`src/rtl/tdc_glitch_monitor.sv`:
```
// tdc_glitch_monitor
// Registers a delay-line snapshot, popcounts it, calibrates a baseline from
// 2^CAL_LOG2 samples and then flags samples that stray from that baseline by
// more than a programmable threshold. Keeps a sticky alarm, a saturating event
// counter and min/max statistics of the counts seen while monitoring.
module tdc_glitch_monitor #(
  parameter int WIDTH    = 90,
  parameter int CNT_W    = $clog2(WIDTH+1),
  parameter int CAL_LOG2 = 4,
  parameter int EVT_W    = 16
) (
  input  logic             clk,
  input  logic             rst_n,
  input  logic             en,
  input  logic             clear,
  input  logic [CNT_W-1:0] thresh,
  input  logic [WIDTH-1:0] q,
  output logic [CNT_W-1:0] count,
  output logic             count_valid,
  output logic [CNT_W-1:0] baseline,
  output logic             cal_done,
  output logic             glitch,
  output logic             alarm,
  output logic [EVT_W-1:0] event_cnt,
  output logic [CNT_W-1:0] min_cnt,
  output logic [CNT_W-1:0] max_cnt
);

  localparam logic [1:0] S_IDLE = 2'd0;
  localparam logic [1:0] S_CAL  = 2'd1;
  localparam logic [1:0] S_MON  = 2'd2;

  localparam int ACC_W  = CNT_W + CAL_LOG2;
  // one spare bit so CAL_LOG2 = 0 still yields a legal counter
  localparam int SCNT_W = CAL_LOG2 + 1;
  localparam logic [SCNT_W-1:0] CAL_LAST = SCNT_W'((1 << CAL_LOG2) - 1);

  // pipeline
  logic [WIDTH-1:0]  r_q;
  logic              r_v1;
  logic [CNT_W-1:0]  r_count;
  logic              r_cnt_vld;
  logic [CNT_W-1:0]  w_pop;

  // control / calibration
  logic [1:0]        r_state;
  logic [ACC_W-1:0]  r_acc;
  logic [SCNT_W-1:0] r_scnt;
  logic [CNT_W-1:0]  r_base;
  logic              r_cal_done;
  logic              r_glitch;

  // statistics
  logic              r_alarm;
  logic [EVT_W-1:0]  r_evt;
  logic [CNT_W-1:0]  r_min;
  logic [CNT_W-1:0]  r_max;

  logic [ACC_W-1:0]  w_acc_next;
  logic [CNT_W-1:0]  w_dev;
  logic              w_cal_fin;
  logic              w_mon_smp;
  logic [CNT_W-1:0]  w_min_b;
  logic [CNT_W-1:0]  w_max_b;

  // Stage 1: capture the raw taps and the enable alongside them
  always_ff @(posedge clk or negedge rst_n) begin
    if (!rst_n) begin
      r_q  <= '0;
      r_v1 <= 1'b0;
    end else begin
      r_q  <= q;
      r_v1 <= en;
    end
  end

  // Popcount over every tap, top bit included
  always_comb begin
    w_pop = '0;
    for (int i = 0; i < WIDTH; i++)
      w_pop = w_pop + {{(CNT_W-1){1'b0}}, r_q[i]};
  end

  // Stage 2: register the count; dropping en discards the sample in flight
  always_ff @(posedge clk or negedge rst_n) begin
    if (!rst_n) begin
      r_count   <= '0;
      r_cnt_vld <= 1'b0;
    end else begin
      r_cnt_vld <= r_v1 & en;
      if (r_v1 && en)
        r_count <= w_pop;
    end
  end

  assign w_acc_next = r_acc + ACC_W'(r_count);
  // absolute difference without wrap
  assign w_dev      = (r_count >= r_base) ? (r_count - r_base) : (r_base - r_count);
  assign w_cal_fin  = en && (r_state == S_CAL) && r_cnt_vld && (r_scnt == CAL_LAST);
  assign w_mon_smp  = en && (r_state == S_MON) && r_cnt_vld;

  // IDLE/CAL/MON sequencing, baseline averaging and glitch detection
  always_ff @(posedge clk or negedge rst_n) begin
    if (!rst_n) begin
      r_state    <= S_IDLE;
      r_acc      <= '0;
      r_scnt     <= '0;
      r_base     <= '0;
      r_cal_done <= 1'b0;
      r_glitch   <= 1'b0;
    end else begin
      r_glitch <= 1'b0;
      if (!en) begin
        r_state    <= S_IDLE;
        r_cal_done <= 1'b0;
      end else begin
        case (r_state)
          S_IDLE: begin
            r_state    <= S_CAL;
            r_acc      <= '0;
            r_scnt     <= '0;
            r_cal_done <= 1'b0;
          end
          S_CAL: begin
            if (r_cnt_vld) begin
              r_acc  <= w_acc_next;
              r_scnt <= r_scnt + SCNT_W'(1);
              if (r_scnt == CAL_LAST) begin
                r_state    <= S_MON;
                r_base     <= CNT_W'(w_acc_next >> CAL_LOG2);
                r_cal_done <= 1'b1;
              end
            end
          end
          S_MON: begin
            if (r_cnt_vld)
              r_glitch <= (w_dev > thresh);
          end
          default: r_state <= S_IDLE;
        endcase
      end
    end
  end

  // clear restores the reset values, then a same-cycle sample lands on top
  assign w_min_b = clear ? {CNT_W{1'b1}} : r_min;
  assign w_max_b = clear ? {CNT_W{1'b0}} : r_max;

  // min/max tracking while monitoring, re-seeded when calibration finishes
  always_ff @(posedge clk or negedge rst_n) begin
    if (!rst_n) begin
      r_min <= '1;
      r_max <= '0;
    end else if (w_cal_fin) begin
      r_min <= '1;
      r_max <= '0;
    end else begin
      r_min <= (w_mon_smp && (r_count < w_min_b)) ? r_count : w_min_b;
      r_max <= (w_mon_smp && (r_count > w_max_b)) ? r_count : w_max_b;
    end
  end

  // sticky alarm and saturating event count; a glitch beats a clear
  always_ff @(posedge clk or negedge rst_n) begin
    if (!rst_n) begin
      r_alarm <= 1'b0;
      r_evt   <= '0;
    end else begin
      r_alarm <= r_glitch | (r_alarm & ~clear);
      if (clear)
        r_evt <= {{(EVT_W-1){1'b0}}, r_glitch};
      else if (r_glitch && (r_evt != {EVT_W{1'b1}}))
        r_evt <= r_evt + EVT_W'(1);
    end
  end

  assign count       = r_count;
  assign count_valid = r_cnt_vld;
  assign baseline    = r_base;
  assign cal_done    = r_cal_done;
  assign glitch      = r_glitch;
  assign alarm       = r_alarm;
  assign event_cnt   = r_evt;
  assign min_cnt     = r_min;
  assign max_cnt     = r_max;

endmodule

```
`config.mk`:
```
export PLATFORM = sky130hd
export DESIGN_NAME = tdc_glitch_monitor
export DESIGN_NICKNAME = d
export VERILOG_FILES = /design/src/rtl/tdc_glitch_monitor.sv
export SDC_FILE = /design/constraint.sdc
export NUM_CORES = 1
export LEC_CHECK = 0
export BUFFER_PORTS_ARGS = -buffer_cell sky130_fd_sc_hd__buf_2
export CAP_MARGIN = 20
export CELL_PAD_IN_SITES_DETAIL_PLACEMENT = 0
export CELL_PAD_IN_SITES_GLOBAL_PLACEMENT = 2
export CORE_MARGIN = 2
export CORE_UTILIZATION = 41
export CTS_BUF_LIST = sky130_fd_sc_hd__clkbuf_8
export DETAILED_ROUTE_END_ITERATION = 10
export GPL_ROUTABILITY_DRIVEN = 0
export HOLD_SLACK_MARGIN = 0.08
export PLACE_DENSITY = 0.95
export REMOVE_ABC_BUFFERS = 1
export SYNTH_ARGS = -nofsm -noshare
export SYNTH_HDL_FRONTEND = slang
export SYNTH_SLANG_ARGS = --single-unit
```
`constraint.sdc`:
```
create_clock -name clk -period 17.95 [get_ports clk]
set_input_delay 3.59 -clock clk [delete_from_list [all_inputs] [get_ports clk]]
set_output_delay 3.59 -clock clk [all_outputs]
set_load 0.01 [all_outputs]
```
==> impl_results.md, run 1 <==
- Status: finished, final reports clean
- Synthesized netlist cell count: 793
- Beginning of the critical path: r_q[53]$_DFF_PN0_
- Critical path fanouts, max: 2
- Slew headroom: 35.8%
- Critical Path RT: 18280 ps
- WP depth: 22
- Die Ht: 152 um
- CP max-delay cell: fa_1
- Top cell type's share of synthesized area: 42.0%
- Worst R2R Path Depth: 22
- Worst slew pin tran: 963 ps
- Dpl cells: about 1200
- Reg area: 3940 um^2
- CTS tree: built
- Period utilisation layout: 37.3%
- Area of the multi-input gates: ~4300 um^2
- CTS clk-pin slew, worst paths: around 100 ps
- Clock Sinks: 157
- H-Tree Depth: 4
- Initial antenna violation count: 1
- Final hold viol count: 0
- Vias in the first global route: 6004
- Total number of vias: 5912
- Top cells by area, synth: dfrtp_1, fa_1, ha_1, inv_1, dfstp_2
- Total grt overflow: 0
- Reg2reg start: r_q[53]$_DFF_PN0_
- Crit path buf inv count: 6
- Slew Viols, Final: 0
- Syn avg cell area: around 11 um^2
- Final setup violation count: 0
- Post-synth top flop: dfrtp_1
- Root Buffer: clkbuf_8
- Final instance area: 10400 um^2
- Cell taking the most area after synthesis: dfrtp_1
- RSZ-0062 raised after global routing: no
- Vias per cell: between 4 and 5
- # IOs: 149
- Synth async-reset ratio: 100%
- Detailed-router iteration count before antenna repair: 5
- Final Instance Count excl. Fillers: between 1000 and 1500
- DRT iter0 DRCs: 243
- Clk buf depth: 2
- Reg2reg end: count[6]$_DFFE_PN0P_
- Initial Utilization: about two fifths
- Setup bufs post-CTS: 0
- Synth unique cells: between 40 and 50
- Setup tns final: 0 ps
- Crit Path Class: reg2reg
- Nets: 1189
- Critical Path Most Common Cell: fa_1
- Placed inst area: 9980 um^2
- CTS Hold Bufs: 0
- Post-Syn Area: between 8000 and 9000 um^2
- Yosys warns: 0
- Post_cts resized: 0
- Crit path capture: count[6]$_DFFE_PN0P_
- Dpl ws: 11210 ps
- Final worst setup slack: 11250 ps
- # rows: 54
- CP delay by family, top: adder cells
- First-pass GRT wire length: 28700 um
- Cell chain of the critical path: fa_1 -> inv_1 -> fa_1 -> inv_1 -> fa_1 -> fa_1 -> inv_1 -> fa_1 -> inv_1 -> fa_1 -> fa_1 -> fa_1 -> inv_1 -> fa_1 -> inv_1 -> fa_1 -> a21o_1 -> a21oi_1 -> o21bai_1 -> a21oi_1 -> xor2_1 -> o21ai_0
- Clock latency on the worst-skew pair: between 400 and 500 ps
- Pin count of the biggest net entering global routing: 85
- Routed WL per cell: 13.9 um
- Num CTS Buffers: 17
- Die area: around 23000 um^2
- Hpwl dp: around 13000 um
- Total track usage: around 16%
- Post-synthesis sequential area ratio: 44.1%
- DR DRC count: 0
- MaxCap Viol Count: 0
- Worst Skew: 16.0 ps
- Fmax: approximately 150 MHz
- Synth Register Bits: 157
- Hold WC Path Type: reg2reg
- Drt total wl: 17200 um
- CP peak stage delay: 550 ps
- Fillers: 2044
- R2R setup slack: roughly 11000 ps
- Worst Setup End Kind: flip-flop
- Final ANT Viol Nets: 0
- Startpoint Class: flip-flop
- Share of cells above drive strength 1: 21.1%
- IO buf count: 148
- Min Tclk post-route: between 6000 and 7000 ps
- Core region area: 21600 um^2
- Crit path DAT: 7030 ps
- Layout area overhead: 15.9%
- Number of synthesized flops with an enable pin: 0
- Die Width: 152 um
## cells by family (layout without fill, tap and decap cells)
logic type | count (synthesis) | in the layout | synth area share [%]
adders and majority gates | 143 | 143 | 26.8
other | 0 | 2 | 0
AOI/OAI and AO/OA | 120 | 120 | 8.60
and+or+nand+nor | 164 | 164 | 9.33
DFF | 157 | 157 | 44.1
xor gates and xnor gates | 31 | 31 | 3.04
muxes | 7 | 7 | 0.840
buffers and inverters | 171 | 336 | 7.28
## flip-flops by register name (all words and copies together), names as in the netlist
register	flops
r_scnt	5
event_cnt	16
glitch	1
r_state	2
cal_done	1
baseline	7
alarm	1
r_v1	1
count	7
min_cnt	7
count_valid	1
r_q	90
max_cnt	7
r_acc	11
## metal layers
metal	part of all wire, %	track usage [%]	vias to the layer above	wire length [um]
met5	0	0	-	0
met4	2.0	5.79	0	343
met3	5.9	3.86	26	1010
met2	47	25.7	154	8110
met1	45	21.9	2858	7780
li1	-	-	2874	-
## area by class of cell
type / count / share of cell area, %
timing repair buffer: 151 / 7.43
antenna: 2 / 0.0483
clock inverter: 13 / 1.04
tap: 280 / 3.38
clock buffer: 19 / 2.53
sequential: 157 / 38.0
multi-input combinational: 465 / 42.0
inverter: 153 / 5.55
## synthesized netlist by cell type (2+ instances only)
cell / count
inv_1: 153
dfrtp_1: 150
fa_1: 81
ha_1: 62
nand2_1: 43
o21ai_0: 35
nor2_1: 31
a21oi_1: 27
nand4_1: 19
nor3_1: 19
a21o_1: 18
xor2_1: 18
nand3_1: 14
clkbuf_1: 13
xnor2_1: 13
and3_1: 10
a31oi_1: 8
a22o_1: 7
dfstp_2: 7
or3_1: 7
o211ai_1: 6
nor2b_1: 5
buf_2: 4
mux2_2: 4
o21bai_1: 4
and4_1: 3
mux2i_1: 3
nand2b_1: 3
a31o_2: 2
nor3b_1: 2
o21a_1: 2
o21ai_1: 2
or2_2: 2
## metrics by stage
| stage | hold slack [ps] | utilization (%) |
|---|---|---|
| 6_report | 490 | 47.9 |
| 5_1_grt | 504 | 47.9 |
| 4_1_cts | 491 | 47.9 |
| 3_5_place_dp | 468 | 46.1 |
| 3_3_place_gp | 456 | 46.1 |
| 2_1_floorplan | 443 | - |
## worst reg2reg max path, stage by stage (launching register included)
cell and delay, ps:
dfrtp_1 390, fa_1 540, inv_1 50, fa_1 490
inv_1 50, fa_1 410, fa_1 540, inv_1 50
fa_1 520, inv_1 50, fa_1 510, fa_1 440
fa_1 550, inv_1 50, fa_1 520, inv_1 60
fa_1 460, a21o_1 190, a21oi_1 210, o21bai_1 80
a21oi_1 170, xor2_1 150, o21ai_0 80
## placed cells by master (no fill, tap or decap), drive strengths merged, types with 3 or more instances in the layout
cell      n
a21oi    27
xnor2    13
inv     158
nand2    43
xor2     18
mux2i     3
or3       7
nor3     19
nand3    14
buf     151
o211ai    6
nand4    19
clkbuf   19
ha       62
a22o      7
o21ai    37
fa       81
o21bai    4
mux2      4
or2       3
a21o     18
dfstp     7
a31oi     9
and4      3
dfrtp   150
and3     10
clkinv    7
nor2     31
nor2b     5
nand2b    3
## worst min-delay path by stage
stage / to / slack, ps / from / cells after the start
2_1_floorplan: r_scnt[4]$_DFFE_PN0P_ / 440 / r_scnt[4]$_DFFE_PN0P_ / 2
3_3_place_gp: r_scnt[4]$_DFFE_PN0P_ / 460 / r_scnt[4]$_DFFE_PN0P_ / 2
3_5_place_dp: r_scnt[4]$_DFFE_PN0P_ / 470 / r_scnt[4]$_DFFE_PN0P_ / 2
4_1_cts: r_scnt[4]$_DFFE_PN0P_ / 490 / r_scnt[4]$_DFFE_PN0P_ / 2
5_1_grt: r_scnt[4]$_DFFE_PN0P_ / 500 / r_scnt[4]$_DFFE_PN0P_ / 2
6_report: r_scnt[4]$_DFFE_PN0P_ / 490 / r_scnt[4]$_DFFE_PN0P_ / 2
Power of run 1 is not shown: default switching activity piles up to over one toggle a cycle in this logic, so the estimate is an artifact.
==> run 2, diff against run 1 <==
ABC_AREA = 1   (was unset)
CORE_UTILIZATION = 37   (was 41)
PLACE_DENSITY = 0.92   (was 0.95)
clock period = 6.3 ns   (was 17.95 ns; I/O delays follow)
==> run 2 against run 1 <==
Against the previous run: sequential share of layout area is 2.6 points lower; worst setup slack worse by 11000 ps; area after synthesis is 6.2% higher; sequential cell count stayed put; design area is 7.4% higher; count of clock-buffer cells in the layout is 2 lower; register-to-register slack worse by 11000 ps; critical path depth stayed put; die area is 17% higher; maximum frequency is 11% higher; first-iteration DRC count is 16% higher; clock skew is 0.54 ps higher; largest cell class unchanged.
==> impl_results.md, run 2 <==
- Core region area: 25200 um^2
- Num CTS Buffers: 17
- Synth cell count leaders: nand2_1, inv_1, dfrtp_1, fa_1, nand3_1
- CP peak stage delay: 520 ps
- Commonest non-fill, non-tap cell in the layout: nand2_1
- CP max-delay cell: fa_1
- Worst R2R Path Depth: 22
- Critical Path Most Common Cell: fa_1
- Vias in the first global route: 6990
- Clock latency on the worst-skew pair: 470 ps
- Synthesized netlist cell count: between 1000 and 1500
- CTS clk-pin slew, worst paths: about 120 ps
- Die Ht: roughly 160 um
- Startpoint Class: flip-flop
- Pin count of the biggest net entering global routing: around 110
- Most frequent cells in the layout: nand2_1, inv_1, dfrtp_1
- Reg2reg start: r_q[35]$_DFF_PN0_
- Critical path fanouts, max: 4
- CP delay by family, top: adder cells
- Dpl cells: between 1000 and 1500
- Yosys warns: 0
- Number of synthesized flops with an enable pin: 0
- Setup bufs post-CTS: 0
- CTS tree: built
- Total track usage: 16.8%
- Slew Viols, Final: 0
- WP depth: 22
- Hold WC Path Type: reg2reg
- First-pass GRT wire length: between 30000 and 40000 um
- Initial Utilization: 37.7%
- WHS Path Cells: 2
- Final setup violation count: 0
- Post-synthesis sequential area ratio: 41.5%
- Reg2reg end: count[4]$_DFFE_PN0P_
- Status: finished, final reports clean
- Final Instance Count excl. Fillers: 1504
- Fmax: 165 MHz
- Synth async-reset ratio: 100%
- Drt total wl: between 20000 and 25000 um
- DR DRC count: 0
- Worst slew pin tran: just over 800 ps
- DRT iter0 DRCs: ~280
- R2R setup slack: 250 ps
- Period utilisation layout: 96.0%
- Synth unique cells: about 40
- Initial antenna violation count: 5
- Post-synth top flop: dfrtp_1
- Synth Register Bits: approximately 160
- Syn avg cell area: 9.48 um^2
- # IOs: approximately 150
- Cell taking the most area after synthesis: dfrtp_1
- Max reg flops: 90
- Total number of vias: 6745
- Clk buf depth: 2
- Layout area overhead: 17.1%
- Top cell type's share of synthesized area: 39.5%
- Share of cells above drive strength 1: about a fifth
- H-Tree Depth: 4
- Min Tclk post-route: 6050 ps
- Hpwl dp: 15900 um
- Crit path DAT: 6450 ps
- MaxCap Viol Count: 0
- Root Buffer: clkbuf_8
- Clock Sinks: between 150 and 200
- Routed WL per cell: 13.8 um
- Crit path capture: count[4]$_DFFE_PN0P_
- Reg with most FFs: r_q
- Beginning of the critical path: r_q[35]$_DFF_PN0_
- Slew headroom: 45.9%
- Total grt overflow: 0
- Die area: 27000 um^2
- Crit Path Class: reg2reg
- Vias per cell: 4.48
- Final hold viol count: 0
- Final ANT Viol Nets: 0
- IO buf count: 148
- Die Width: 164 um
- Critical Path RT: around 6700 ps
- Cell chain of the critical path: inv_1 -> fa_1 -> inv_1 -> fa_2 -> inv_1 -> fa_1 -> inv_1 -> fa_1 -> inv_1 -> fa_1 -> fa_1 -> fa_1 -> fa_1 -> fa_1 -> inv_2 -> ha_4 -> fa_2 -> nand3_2 -> nand2_2 -> nand2_1 -> nand2_1 -> o22ai_1
- Crit path buf inv count: 6
- Worst Setup End Kind: flip-flop
- Post-Syn Area: 9490 um^2
- Top cells by area, synth: dfrtp_1, fa_1, nand2_1, ha_1, inv_1
- # rows: 58
- Fillers: 2446
- Worst Skew: between 15 and 20 ps
- Detailed-router iteration count before antenna repair: 5
- Most frequent cell after synthesis: nand2_1
- Nets: 1401
==> run 2: cell types whose count changed in the layout (fill, tap and decap cells not counted), sizes merged, moves of 11 or more <==
cell	previous run	this run
inv	158	206
nor2	31	66
a21o	18	5
o21ai	37	26
nand2	43	220
nor3	19	2
nand3	14	68
==> run 2: cell type report <==
class	instances	area [um^2]	area share (%)
multi-input cells	628	4770	42.9
flip-flops and latches	157	3940	35.4
repair buffers	151	790	7.10
inverters	202	758	6.82
well taps	330	413	3.71
clock buffers	17	234	2.10
clock inverters	15	209	1.88
diodes	4	10.0	0.0900
==> run 2: per-layer routing <==
metal / routed length (um) / GRT usage (%)
met1: 9690 / 22.8
met2: 9660 / 26.6
met3: 928 / 3.36
met4: 489 / 6.06
met5: 11 / 0
==> run 2: kinds of logic (layout without fill, tap and decap cells) <==
logic type | Yosys count | count (layout) | share of synthesized area, %
other | 0 | 4 | 0
xor gates and xnor gates | 13 | 13 | 1.20
buffers and inverters | 216 | 385 | 8.79
muxes | 1 | 1 | 0.105
AOI/OAI and AO/OA | 75 | 75 | 4.72
and+or+nand+nor | 396 | 396 | 18.4
adders and majority gates | 143 | 143 | 25.3
DFF | 157 | 157 | 41.5
==> run 2: worst min-delay path by stage <==
| stage | endpoint | slack, ps | startpoint |
|---|---|---|---|
| 2_1_floorplan | r_acc[3]$_DFFE_PN0P_ | 450 | r_acc[3]$_DFFE_PN0P_ |
| 3_5_place_dp | alarm$_DFF_PN0_ | 460 | alarm$_DFF_PN0_ |
| 5_1_grt | alarm$_DFF_PN0_ | 510 | alarm$_DFF_PN0_ |
| 6_report | alarm$_DFF_PN0_ | 490 | alarm$_DFF_PN0_ |
| 4_1_cts | alarm$_DFF_PN0_ | 490 | alarm$_DFF_PN0_ |
| 3_3_place_gp | alarm$_DFF_PN0_ | 450 | alarm$_DFF_PN0_ |
==> run 2: per-stage QoR <==
stage                     hold slack (ps)  utilization [%]  setup WS, ps  area [um^2]  TNS [ps]
after CTS                             490             43.8          54.9        11000         0
after detailed placement              463             42.1         -2.31        10600     -2.31
final                                 491             44.2           254        11100         0
after floorplan                       453                -           248         9420         0
after global placement                450             42.1          97.3        10600         0
after global routing                  514             44.2         -5.99        11100     -5.99
==> run 2: worst register-to-register path, delay by kind of cell (launching register included) <==
kind | cells | cell delay (ps)
compound gates | 1 | 130
fa+ha+maj | 11 | 4900
buf+inv | 6 | 300
flops | 1 | 360
simple gates | 4 | 280
==> run 2: timing repair <==
item,CTS,global route
endpoints found under the setup margin,2,6
pin swaps,0,12
hold buffers,0,0
hold endpoints to repair,0,0
gates resized for setup,1,12
Power of run 2 is left out for the same reason.
==> run 3, diff against run 2 <==
--- a/config.mk
+++ b/config.mk
@@ -20,2 +20,3 @@
 export REMOVE_ABC_BUFFERS = 1
+export SLEW_MARGIN = 20
 export SYNTH_ARGS = -nofsm -noshare
--- a/constraint.sdc
+++ b/constraint.sdc
@@ -3,2 +3,2 @@
 set_output_delay 1.26 -clock clk [all_outputs]
-set_load 0.01 [all_outputs]
+set_load 0.02 [all_outputs]
==> run 3 against run 2 <==
Against the previous run: first-iteration DRC count shrank 7.8%; sequential share of layout area grew 0.080 points; global-route usage is the same; worst setup slack lost 6.5 ps; non-clock buffer count shrank 1.
==> impl_results.md, run 3 (same netlist as run 2, synthesis figures left out) <==
- Status: finished, final reports clean
- Min Tclk post-route: 6050 ps
- Hold WC Path Type: reg2reg
- Critical Path Most Common Cell: fa_1
- Clock latency on the worst-skew pair: 470 ps
- Reg2reg start: r_q[35]$_DFF_PN0_
- Period utilisation layout: a little over nine tenths
- Worst Setup End Kind: flip-flop
- CTS Hold Bufs: 0
- Worst R2R Path Depth: 22
- Slew headroom: 39.9%
- Final ANT Viol Nets: 0
- Fillers: between 2000 and 2500
- Clk buf depth: 2
- Cell chain of the critical path: inv_1 -> fa_1 -> inv_1 -> fa_2 -> inv_1 -> fa_1 -> inv_1 -> fa_1 -> inv_1 -> fa_1 -> fa_1 -> fa_1 -> fa_1 -> fa_1 -> inv_2 -> ha_4 -> fa_2 -> nand3_2 -> nand2_2 -> nand2_1 -> nand2_1 -> o22ai_1
- Startpoint Class: flip-flop
- MaxCap Viol Count: 0
- Final hold viol count: 0
- Dpl cells: between 1000 and 1500
- Die area: 27000 um^2
- Drt total wl: 20800 um
- H-Tree Depth: 4
- Most frequent cells in the layout: nand2_1, inv_1, dfrtp_1
- Pin count of the biggest net entering global routing: 109
- Crit path DAT: approximately 6500 ps
- # IOs: 149
- Hpwl dp: 15900 um
- Share of cells above drive strength 1: 19.0%
- Final worst setup slack: 247 ps
- Root Buffer: clkbuf_8
- Nets: 1400
- Max reg flops: 90
- Final Instance Count excl. Fillers: 1503
- Crit Path Class: reg2reg
- CP peak stage delay: about 520 ps
- Vias per cell: 4.49
- R2R setup slack: 250 ps
- Reg2reg end: count[4]$_DFFE_PN0P_
- Initial Utilization: 37.7%
- Clock Sinks: 157
- DRT iter0 DRCs: about 260
- Layout area overhead: 16.9%
- Critical path fanouts, max: 4
- First-pass GRT wire length: 35200 um
- Total grt overflow: 0
- Reg with most FFs: r_q
- Beginning of the critical path: r_q[35]$_DFF_PN0_
- Commonest non-fill, non-tap cell in the layout: nand2_1
- Crit path capture: count[4]$_DFFE_PN0P_
- Area of the multi-input gates: 4770 um^2
- Hold WS: approximately 500 ps
- Total track usage: 16.8%
- Initial antenna violation count: 5
- IO buf count: 148
- Worst slew pin tran: between 900 and 1000 ps
- CTS clk-pin slew, worst paths: 120 ps
- CTS tree: built
- Final setup violation count: 0
- Vias in the first global route: 6990
- Die Ht: 164 um
- DR DRC count: 0
- Critical Path RT: approximately 6700 ps
- # rows: 58
- Fmax: roughly 170 MHz
- Core region area: 25200 um^2
- Final instance area: 11100 um^2
- Die Width: 164 um
- Slew Viols, Final: 0
- Placed inst area: between 10000 and 15000 um^2
- CP max-delay cell: fa_1
- Routed WL per cell: 13.8 um
- Detailed-router iteration count before antenna repair: 5
- Reg area: 3940 um^2
- Num CTS Buffers: 17
- Worst Skew: 17.0 ps
- Dpl ws: -2.31 ps
- Total number of vias: 6744
==> run 3: changes by cell type in the layout (fill, tap and decap cells not counted) <==
cell,previous run,this run
buf_16,1,0
buf_6,1,0
clkbuf_8,17,18
==> run 3: repair_timing <==
item | in CTS | in global routing
gates resized for setup | 1 | 12
buffers inserted | 0 | 0
pin swaps | 0 | 12
setup endpoints to repair | 2 | 6
==> run 3: how the worst min path moves through the flow <==
stage | from | end | slack [ps] | depth (start not counted)
after global placement | alarm$_DFF_PN0_ | alarm$_DFF_PN0_ | 450 | 2
after CTS | alarm$_DFF_PN0_ | alarm$_DFF_PN0_ | 490 | 2
after global routing | alarm$_DFF_PN0_ | alarm$_DFF_PN0_ | 510 | 2
after floorplan | r_acc[3]$_DFFE_PN0P_ | r_acc[3]$_DFFE_PN0P_ | 450 | 2
final | alarm$_DFF_PN0_ | alarm$_DFF_PN0_ | 490 | 2
after detailed placement | alarm$_DFF_PN0_ | alarm$_DFF_PN0_ | 460 | 2
==> run 3: critical path, delay by kind of cell, from the launching register on <==
kind,cells,cell delay [ps]
AO/OA/AOI/OAI,1,140
buffers and inverters,6,300
adder cells (fa/ha/maj),11,4890
flip-flops,1,360
AND/OR/NAND/NOR,4,280
==> run 3: cell type report <==
| class | count | area share [%] |
|---|---|---|
| Antenna cell | 4 | 0.0902 |
| Clock buffer | 17 | 2.11 |
| Clock inverter | 15 | 1.88 |
| Inverter | 202 | 6.84 |
| Multi-Input combinational cell | 628 | 43.0 |
| Sequential cell | 157 | 35.5 |
| Tap cell | 330 | 3.72 |
| Timing Repair Buffer | 150 | 6.89 |
==> run 3: per-layer routing <==
layer	vias to the layer above	routed length (um)	part of all wire (%)	track usage, %
met5	-	11	0.053	0
met4	2	489	2.4	6.06
met3	31	951	4.6	3.36
met2	151	9630	46	26.6
met1	3138	9680	47	22.8
li1	3422	-	-	-
==> run 3: stage by stage <==
| step | utilization (%) | setup TNS [ps] |
|---|---|---|
| final | 44.1 | 0 |
| after global routing | 44.1 | -5.99 |
| after CTS | 43.8 | 0 |
| after detailed placement | 42.1 | -2.31 |
| after global placement | 42.1 | 0 |
| after floorplan | - | 0 |
Power of run 3 is left out for the same reason.
